File: config.mk
export PLATFORM = sky130hd
export DESIGN_NAME = load_store_unit
export DESIGN_NICKNAME = d
export VERILOG_FILES = /design/src/rtl/load_store_unit.sv
export SDC_FILE = /design/constraint.sdc
export NUM_CORES = 1
export LEC_CHECK = 0
export BUFFER_PORTS_ARGS = -buffer_cell sky130_fd_sc_hd__buf_2
export CAP_MARGIN = 20
export CORE_MARGIN = 10
export CORE_UTILIZATION = 40
export DETAILED_ROUTE_END_ITERATION = 8
export PLACE_DENSITY = 0.65
export REMOVE_ABC_BUFFERS = 1
export SLEW_MARGIN = 15
export SYNTH_ARGS = -nofsm -noshare
export SYNTH_HDL_FRONTEND = slang
export SYNTH_SLANG_ARGS = --single-unit
export TNS_END_PERCENT = 50
File: constraint.sdc
create_clock -name clk -period 2 [get_ports clk]
set_input_delay 0.2 -clock clk [delete_from_list [all_inputs] [get_ports clk]]
set_output_delay 0.2 -clock clk [all_outputs]
set_load 0.02 [all_outputs]
File: src/rtl/load_store_unit.sv
// Load/store unit: aligns core byte/half/word accesses onto a 32-bit word memory.
// Define LSU_MISALIGN_SPLIT_EN to split word-crossing accesses instead of faulting them.
module load_store_unit (
    input  logic        clk,
    input  logic        reset,
    input  logic        req_valid,
    output logic        req_ready,
    input  logic        req_write,
    input  logic [1:0]  req_size,
    input  logic        req_unsigned,
    input  logic [31:0] req_addr,
    input  logic [31:0] req_wdata,
    output logic        resp_valid,
    output logic [31:0] resp_rdata,
    output logic        resp_fault,
    input  logic [31:0] mem_read_data,
    output logic [31:0] mem_read_address,
    output logic [31:0] mem_write_address,
    output logic [31:0] mem_write_data,
    output logic [31:0] mem_write_mask,
    output logic        mem_write_enable
);

    typedef enum logic [2:0] {IDLE, RD1, RD2, WR1, WR2, RESP} state_t;

    state_t      r_state;
    logic        r_phase;
    logic [1:0]  r_size;
    logic        r_unsigned;
    logic [1:0]  r_off;
    logic        r_split;
    logic [31:0] r_lo_word;
    logic [31:0] r_wdata_hi;
    logic [31:0] r_mask_hi;

    logic [1:0]  w_off;
    logic [31:0] w_size_mask;
    logic [63:0] w_data64;
    logic [63:0] w_mask64;
    logic        w_fault;
    logic        w_split;

    // Pair is {upper word, lower word}; the access starts at byte off of the lower word.
    function automatic logic [31:0] extend_load(input logic [63:0] pair, input logic [1:0] off,
                                                input logic [1:0] size, input logic uns);
        logic [31:0] sh;
        sh = 32'(pair >> {off, 3'b000});
        case (size)
            2'd0:    return uns ? {24'd0, sh[7:0]}  : {{24{sh[7]}}, sh[7:0]};
            2'd1:    return uns ? {16'd0, sh[15:0]} : {{16{sh[15]}}, sh[15:0]};
            default: return sh;
        endcase
    endfunction

    assign w_off = req_addr[1:0];

    always_comb begin
        w_size_mask = 32'h0000_0000;
        case (req_size)
            2'd0:    w_size_mask = 32'h0000_00FF;
            2'd1:    w_size_mask = 32'h0000_FFFF;
            2'd2:    w_size_mask = 32'hFFFF_FFFF;
            default: w_size_mask = 32'h0000_0000;
        endcase
    end

    assign w_data64 = {32'd0, req_wdata & w_size_mask} << {w_off, 3'b000};
    assign w_mask64 = {32'd0, w_size_mask} << {w_off, 3'b000};

`ifdef LSU_MISALIGN_SPLIT_EN
    assign w_fault = (req_size == 2'd3);
    assign w_split = |w_mask64[63:32];
`else
    assign w_fault = (req_size == 2'd3) || (req_size == 2'd1 && w_off[0]) ||
                     (req_size == 2'd2 && w_off != 2'd0);
    assign w_split = 1'b0;
`endif

    assign req_ready = (r_state == IDLE) && reset;

    always_ff @(posedge clk or negedge reset) begin
        if (!reset) begin
            r_state           <= IDLE;
            r_phase           <= 1'b0;
            r_size            <= 2'd0;
            r_unsigned        <= 1'b0;
            r_off             <= 2'd0;
            r_split           <= 1'b0;
            r_lo_word         <= 32'd0;
            r_wdata_hi        <= 32'd0;
            r_mask_hi         <= 32'd0;
            resp_valid        <= 1'b0;
            resp_rdata        <= 32'd0;
            resp_fault        <= 1'b0;
            mem_read_address  <= 32'd0;
            mem_write_address <= 32'd0;
            mem_write_data    <= 32'd0;
            mem_write_mask    <= 32'd0;
            mem_write_enable  <= 1'b0;
        end else begin
            case (r_state)
                IDLE: begin
                    if (req_valid) begin
                        r_size     <= req_size;
                        r_unsigned <= req_unsigned;
                        r_off      <= w_off;
                        r_split    <= w_split;
                        r_phase    <= 1'b0;
                        if (w_fault) begin
                            r_state    <= RESP;
                            resp_valid <= 1'b1;
                            resp_fault <= 1'b1;
                            resp_rdata <= 32'd0;
                        end else if (req_write) begin
                            r_state           <= WR1;
                            mem_write_address <= {req_addr[31:2], 2'b00};
                            mem_write_data    <= w_data64[31:0];
                            mem_write_mask    <= w_mask64[31:0];
                            mem_write_enable  <= 1'b1;
                            r_wdata_hi        <= w_data64[63:32];
                            r_mask_hi         <= w_mask64[63:32];
                        end else begin
                            r_state          <= RD1;
                            mem_read_address <= {req_addr[31:2], 2'b00};
                        end
                    end
                end
                // Phase 0 waits for memory to sample the address; phase 1 sees its data.
                RD1: begin
                    if (!r_phase) begin
                        if (r_split) begin
                            mem_read_address <= mem_read_address + 32'd4;
                            r_state          <= RD2;
                        end else begin
                            r_phase <= 1'b1;
                        end
                    end else begin
                        resp_rdata <= extend_load({32'd0, mem_read_data}, r_off, r_size, r_unsigned);
                        resp_fault <= 1'b0;
                        resp_valid <= 1'b1;
                        r_state    <= RESP;
                    end
                end
                RD2: begin
                    if (!r_phase) begin
                        r_lo_word <= mem_read_data;
                        r_phase   <= 1'b1;
                    end else begin
                        resp_rdata <= extend_load({mem_read_data, r_lo_word}, r_off, r_size, r_unsigned);
                        resp_fault <= 1'b0;
                        resp_valid <= 1'b1;
                        r_state    <= RESP;
                    end
                end
                WR1: begin
                    if (r_split) begin
                        mem_write_address <= mem_write_address + 32'd4;
                        mem_write_data    <= r_wdata_hi;
                        mem_write_mask    <= r_mask_hi;
                        r_state           <= WR2;
                    end else begin
                        mem_write_enable <= 1'b0;
                        resp_rdata       <= 32'd0;
                        resp_fault       <= 1'b0;
                        resp_valid       <= 1'b1;
                        r_state          <= RESP;
                    end
                end
                WR2: begin
                    mem_write_enable <= 1'b0;
                    resp_rdata       <= 32'd0;
                    resp_fault       <= 1'b0;
                    resp_valid       <= 1'b1;
                    r_state          <= RESP;
                end
                RESP: begin
                    resp_valid <= 1'b0;
                    r_state    <= IDLE;
                end
                default: r_state <= IDLE;
            endcase
        end
    end

endmodule

# [Word-level counts from Yosys, hierarchy flattened]
# Index checks and enable logic that the tools add are counted.
[classes] eq_ne=18 shifts=4 mux=45 bitwise_logic=4 reduce_logical=28
[op_table] cell="32-bit two-way mux" count=24
[op_table] cell="32-bit case mux with 2 select lines" count=2
[op_table] cell="32-bit case mux with 4 select lines" count=1
[op_table] cell="32-bit case mux with 3 select lines" count=1
[op_table] cell="32-bit by 5-bit << shifter with 32-bit output" count=2
[op_table] cell="64-bit by 5-bit right shift with 32-bit output" count=1
[op_table] cell="32-bit AND" count=1
[op_table] cell="32-bit by 5-bit right shift with 32-bit output" count=1
[op_table] cell="2-bit inequality test (second input constant)" count=8
[op_table] cell="4-bit AND reduction" count=3
[op_table] cell="5-bit AND reduction" count=2
[op_table] cell="5-bit nonzero test" count=2
[op_table] cell="3-bit two-way mux" count=3
[op_table] cell="3-bit case mux with 3 select lines" count=1
[op_table] cell="1-bit two-way mux" count=8
[op_table] cell="3-bit by 2-bit equality test with 1-bit output (second input constant)" count=2
[op_table] cell="3-bit equality test (second input constant)" count=2
[op_table] cell="2-bit AND reduction" count=3
[op_table] cell="6-bit AND reduction" count=1
[op_table] cell="2-bit nonzero test" count=3
[op_table] cell="3-bit nonzero test" count=2
[op_table] cell="2-bit by 1-bit equality test with 1-bit output (second input constant)" count=2
[op_table] cell="2-bit equality test (second input constant)" count=2
[op_table] cell="2-bit zero test" count=2
[op_table] cell="13 further kinds" count=20
[word_totals] ff_bits=204 input_bits=103 out_inout_bits=164 elab_cells=113

# [Logic depth before layout (Yosys ltp)]
[logic_depth] ltp_word=8 ltp_mapped=9 mapped_depth_nobuf=7

# [Least setup slack after synthesis]
# No wires, ideal clock.
[synth_timing] path_kind="input port to flip-flop" startpoint="input req_size[0]" endpoint="register mem_read_address[10]" setup_time_ns=0.128 arrival_ns=1.723 t_required_ns=1.872 setup_slack_ns=0.150 stages=7 n_path_buf=1 cell_sequence="inv_1 -> ha_1 -> a211oi_2 -> nor2_1 -> nor3_1 -> buf_2 -> mux2_1"
[synth_via] elab_chain_len=6 word_cells_on_any_way=9 classes_between="eq/ne: 4; reduce/logical: 5"
[synth_lines] item="start, declared" line="9" rtl="input logic [1:0] req_size,"
[synth_lines] item="2-bit by 1-bit equality test with 1-bit output" line="74" rtl="assign w_fault = (req_size == 2'd3) || (req_size == 2'd1 && w_off[0]) ||"
[synth_lines] item="1-bit logical AND" line="74"
[synth_lines] item="1-bit logical OR" line="74"
[synth_lines] item="1-bit logical OR (*)" line="74"
[synth_lines] item="2-bit inequality test (no source line) (*)"
[synth_lines] item="6-bit AND reduction (no source line) (*)"
[synth_lines] item="end signal, assigned" line="124" rtl="mem_read_address <= {req_addr[31:2], 2'b00};"
[synth_lines] item="end signal, assigned" line="132" rtl="mem_read_address <= mem_read_address + 32'd4;"
[synth_lines] item="end, declared" line="17" rtl="output logic [31:0] mem_read_address,"
# Every way passes the cells marked *; elsewhere a longest branch is shown, timed or not.
# A chain may end at the register's enable or synchronous reset.

# [Worst setup path in the final report]
[layout_timing] startpoint="register r_state[1]" endpoint="register resp_rdata[27]"
[layout_via] elab_chain_len=3 word_cells_on_any_way=13 classes_between="eq/ne: 8; mux: 1; reduce/logical: 4"
[layout_lines] item="start, declared" line="26" rtl="state_t r_state;"
[layout_lines] item="start signal, assigned" line="83" rtl="r_state <= IDLE;"
[layout_lines] item="start signal, assigned" line="110" rtl="r_state <= RESP;"
[layout_lines] item="start signal, assigned" line="115" rtl="r_state <= WR1;"
[layout_lines] item="3-bit by 2-bit equality test with 1-bit output, or another cell as far along" line="101" rtl="case (r_state)"
[layout_lines] item="5-bit nonzero test (no source line), or another cell as far along"
[layout_lines] item="5-bit AND reduction (no source line) / 32-bit case mux with 4 select lines (equally long branches)"
[layout_lines] item="end signal, assigned" line="138" rtl="resp_rdata <= extend_load({32'd0, mem_read_data}, r_off, r_size, r_unsigned);"
[layout_lines] item="end signal, assigned" line="149" rtl="resp_rdata <= extend_load({mem_read_data, r_lo_word}, r_off, r_size, r_unsigned);"
[layout_lines] item="end, declared" line="14" rtl="output logic [31:0] resp_rdata,"
# Parallel ways exist; a longest one is shown, timed or not.

==> key figures <==
Timing
  • Minimum clock period: approximately 1.9 ns
  • Pins Over Slew Limit: 0
  • Final period util: 0.969
  • Final hold vios: 0
  • Worst hold slack: around 0.022 ns
  • Slew of the pin with the lowest slew margin: between 0.7 and 0.8 ns
  • Fmax: a little over 500 MHz
  • # setup viols final: 0
  • Max Clock Skew: about 0.011 ns
  • RSZ-0062 raised after global routing: true
  • Slew headroom: 0.466

Setup path
  • RR Startpoint: r_state[1]
  • CP Max Fanout: 8
  • Startpoint Class: register
  • Crit Path Category: reg -> reg
  • Reg2Reg Depth: 6
  • Critical Path AT: 2.30 ns
  • Setup slack, reg-to-reg: between 0.06 and 0.07 ns
  • Worst setup EP type: register
  • RR Endpoint: resp_rdata[27]
  • Critical Path RT: approximately 2.4 ns

Route
  • DR pass1 iterations: 5
  • Routed WL per cell: 20.2 um
  • Via count: between 7000 and 8000
  • # DRC: 0
  • Vias per cell: approximately 5.3
  • Antenna Nets Post-Route: 0
  • Routed WL: 27900 um
  • Iter 0 DRT Violations: approximately 460

Place
  • Port Buffer Count: between 200 and 300
  • Gp weighted congestion: 0.870
  • Post-DP HPWL: 20300 um

Floorplan
  • Die W: 170 um
  • Core area: roughly 22000 um2
  • Die footprint: just under 30000 um2
  • Die height: between 150 and 200 um
  • Starting Density: 0.409
  • IO Count: approximately 270
  • Row count: 54

Synth
  • Cell with the most instances after synthesis: dfrtp_1
  • Post-synthesis cell area: around 9000 um2
  • Area leader, netlist: dfrtp_1
  • Commonest cells post-synth: 172 x dfrtp_1, 83 x nand2_1, 69 x mux2_2
  • Yosys warnings: 0
  • Top post-synthesis cells by area: dfrtp_1 48%, mux2_2 8.7%, mux2_1 6.9%, mux2i_1 3.9%, nand2_1 3.5%
  • Post-synth cell types: 56
  • Top-area cell type share of the netlist area: 0.480
  • Register area share after synthesis: 0.480
  • Cells after Synth: 816
  • Number of synthesized flops with an enable pin: 0
  • Ys async rst share: 1.00
  • Flops & latches, synth: approximately 170
  • Main synth FF type: dfrtp_1
  • Syn Area/Cell: between 10 and 15 um2

Clock network
  • H-tree depth: 4
  • Worst-path clk slew: around 0.080 ns
  • CTS tree: done
  • Root Buffer: clkbuf_16
  • CTS Buffer Depth: 2
  • CTS buffer count: 17
  • Clk Latency, worst-skew pair: 0.43 ns
  • Clock sinks: ~170

Global routing
  • Vias in the first global route: slightly below 8000
  • Largest net degree at the start of global routing: between 80 and 90
  • Initial antenna violation count: 1
  • First-pass GRT wire length: around 44000 um
  • GRT overflow: 0
  • Total Routing Usage GR: 0.191

Cells and area
  • Layout cell share with drive strength beyond 1: 0.405
  • # nets final: between 1000 and 1500
  • Ant diodes: 0
  • Final core occ: 0.526
  • Fill cell count: 1962
  • Layout area overhead: 28.6%

Run
  • Max-cap violations: 0

Pwr
  • VDD IR-drop max: between 800 and 900 uV
  • Static leakage: 0.00568 uW
  • PD cells: 1510 nW/um2

Hold path
  • HP Class: in -> reg
  • Min-Delay Path Depth: 2
  • Worst Hold Endpoint: mem_write_address[22]
  • HP Start: req_addr[22]

Run status
  • Status: completed
[worst max path at each step]
stage	start	to	slack (ns)	cells after the start
final	r_state[1]	resp_rdata[27]	0.06	6
after global routing	r_off[0]	resp_rdata[8]	-0.003	6
after CTS	r_off[1]	resp_rdata[16]	0.005	6
after detailed placement	req_size[0]	mem_write_address[10]	-0.03	8
after global placement	r_state[1]	resp_rdata[31]	0.01	6
after floorplan	req_size[0]	mem_read_address[10]	-1.65	6
[cell families after synthesis]
kind of cell             share of synthesized area
AO/OA/AOI/OAI                                0.159
adder cells (fa/ha/maj)                    0.00558
buffers and inverters                       0.0640
flip-flops                                   0.480
multiplexers                                 0.197
other                                     0.000418
AND/OR/NAND/NOR                             0.0942
[worst max-delay path, cell delays in order (launching register included)]
cell and delay [ns]:
dfrtp_2 0.45, or3b_4 0.45, or3_1 0.35, buf_4 0.20
nor2_8 0.22, a2bb2oi_1 0.10, nand3_1 0.09
[placed cells by master (no fill, tap or decap), drive strengths merged, types with 3 or more instances in the layout]
cell	count
a2bb2oi	18
nand3	11
a211oi	19
a22oi	10
nand2b	8
or3b	4
o22a	7
o31ai	10
o21ai	54
clkbuf	17
buf	314
inv	16
a221oi	8
a21oi	43
clkinv	7
nor2b	10
nor3	14
mux2	124
nor2	38
nand2	83
dlygate4sd3	29
a32oi	4
conb	4
dfrtp	172
and2	3
a221o	15
ha	4
mux2i	35
[state kept, by name (all words and copies together) (netlist names)]
register	count
mem_read_address	30
mem_write_address	30
mem_write_data	32
mem_write_enable	1
mem_write_mask	4
r_lo_word	32
r_off	2
r_phase	1
r_size	2
r_state	3
r_unsigned	1
resp_fault	1
resp_rdata	32
resp_valid	1
[report_power, final]
group | switching, uW | total (uW) | internal, uW
Clock | 1600 | 3390 | 1790
Sequential | 860 | 5680 | 4820
Combinational | 5090 | 8400 | 3310
[what timing repair did]
| item | CTS | global route |
|---|---|---|
| setup endpoints to repair | 2 | 21 |
| setup buffers | 0 | 0 |
| pin swaps | 1 | 2 |
| resized for setup | 1 | 8 |
| endpoints found under the hold margin | 216 | 0 |
| hold buffers | 29 | 0 |
[stage by stage]
step | TNS [ns] | cell area [um2] | setup WS [ns] | total power, uW | std cells
final | 0 | 11500 | 0.0616 | 17500 | 1382
after global routing | -0.00339 | 11500 | -0.00339 | 18600 | 1382
after CTS | 0 | 11500 | 0.00468 | 17600 | 1382
after detailed placement | -0.367 | 10600 | -0.0268 | 14100 | 1321
after global placement | 0 | 10600 | 0.0107 | 13900 | 1321
after floorplan | -134.16 | 8450 | -1.65 | 10700 | 727
[per-layer routing]
| metal | vias up | part of all wire | GRT usage |
|---|---|---|---|
| met2 | 300 | 0.47 | 0.312 |
| met5 | - | 0.00047 | 0 |
| met3 | 25 | 0.099 | 0.0744 |
| met4 | 2 | 0.014 | 0.0568 |
| li1 | 3476 | - | - |
| met1 | 3590 | 0.41 | 0.227 |
[area by class of cell]
class / instances / area (um2) / share of cell area
clock inverters: 15 / 174 / 0.0151
well taps: 280 / 350 / 0.0304
inverters: 9 / 33.8 / 0.00293
clock buffers: 17 / 425 / 0.0369
repair buffers: 343 / 2110 / 0.183
flip-flops and latches: 172 / 4310 / 0.373
multi-input cells: 546 / 4140 / 0.358
Note: power is estimated with default switching activity, not from simulation.
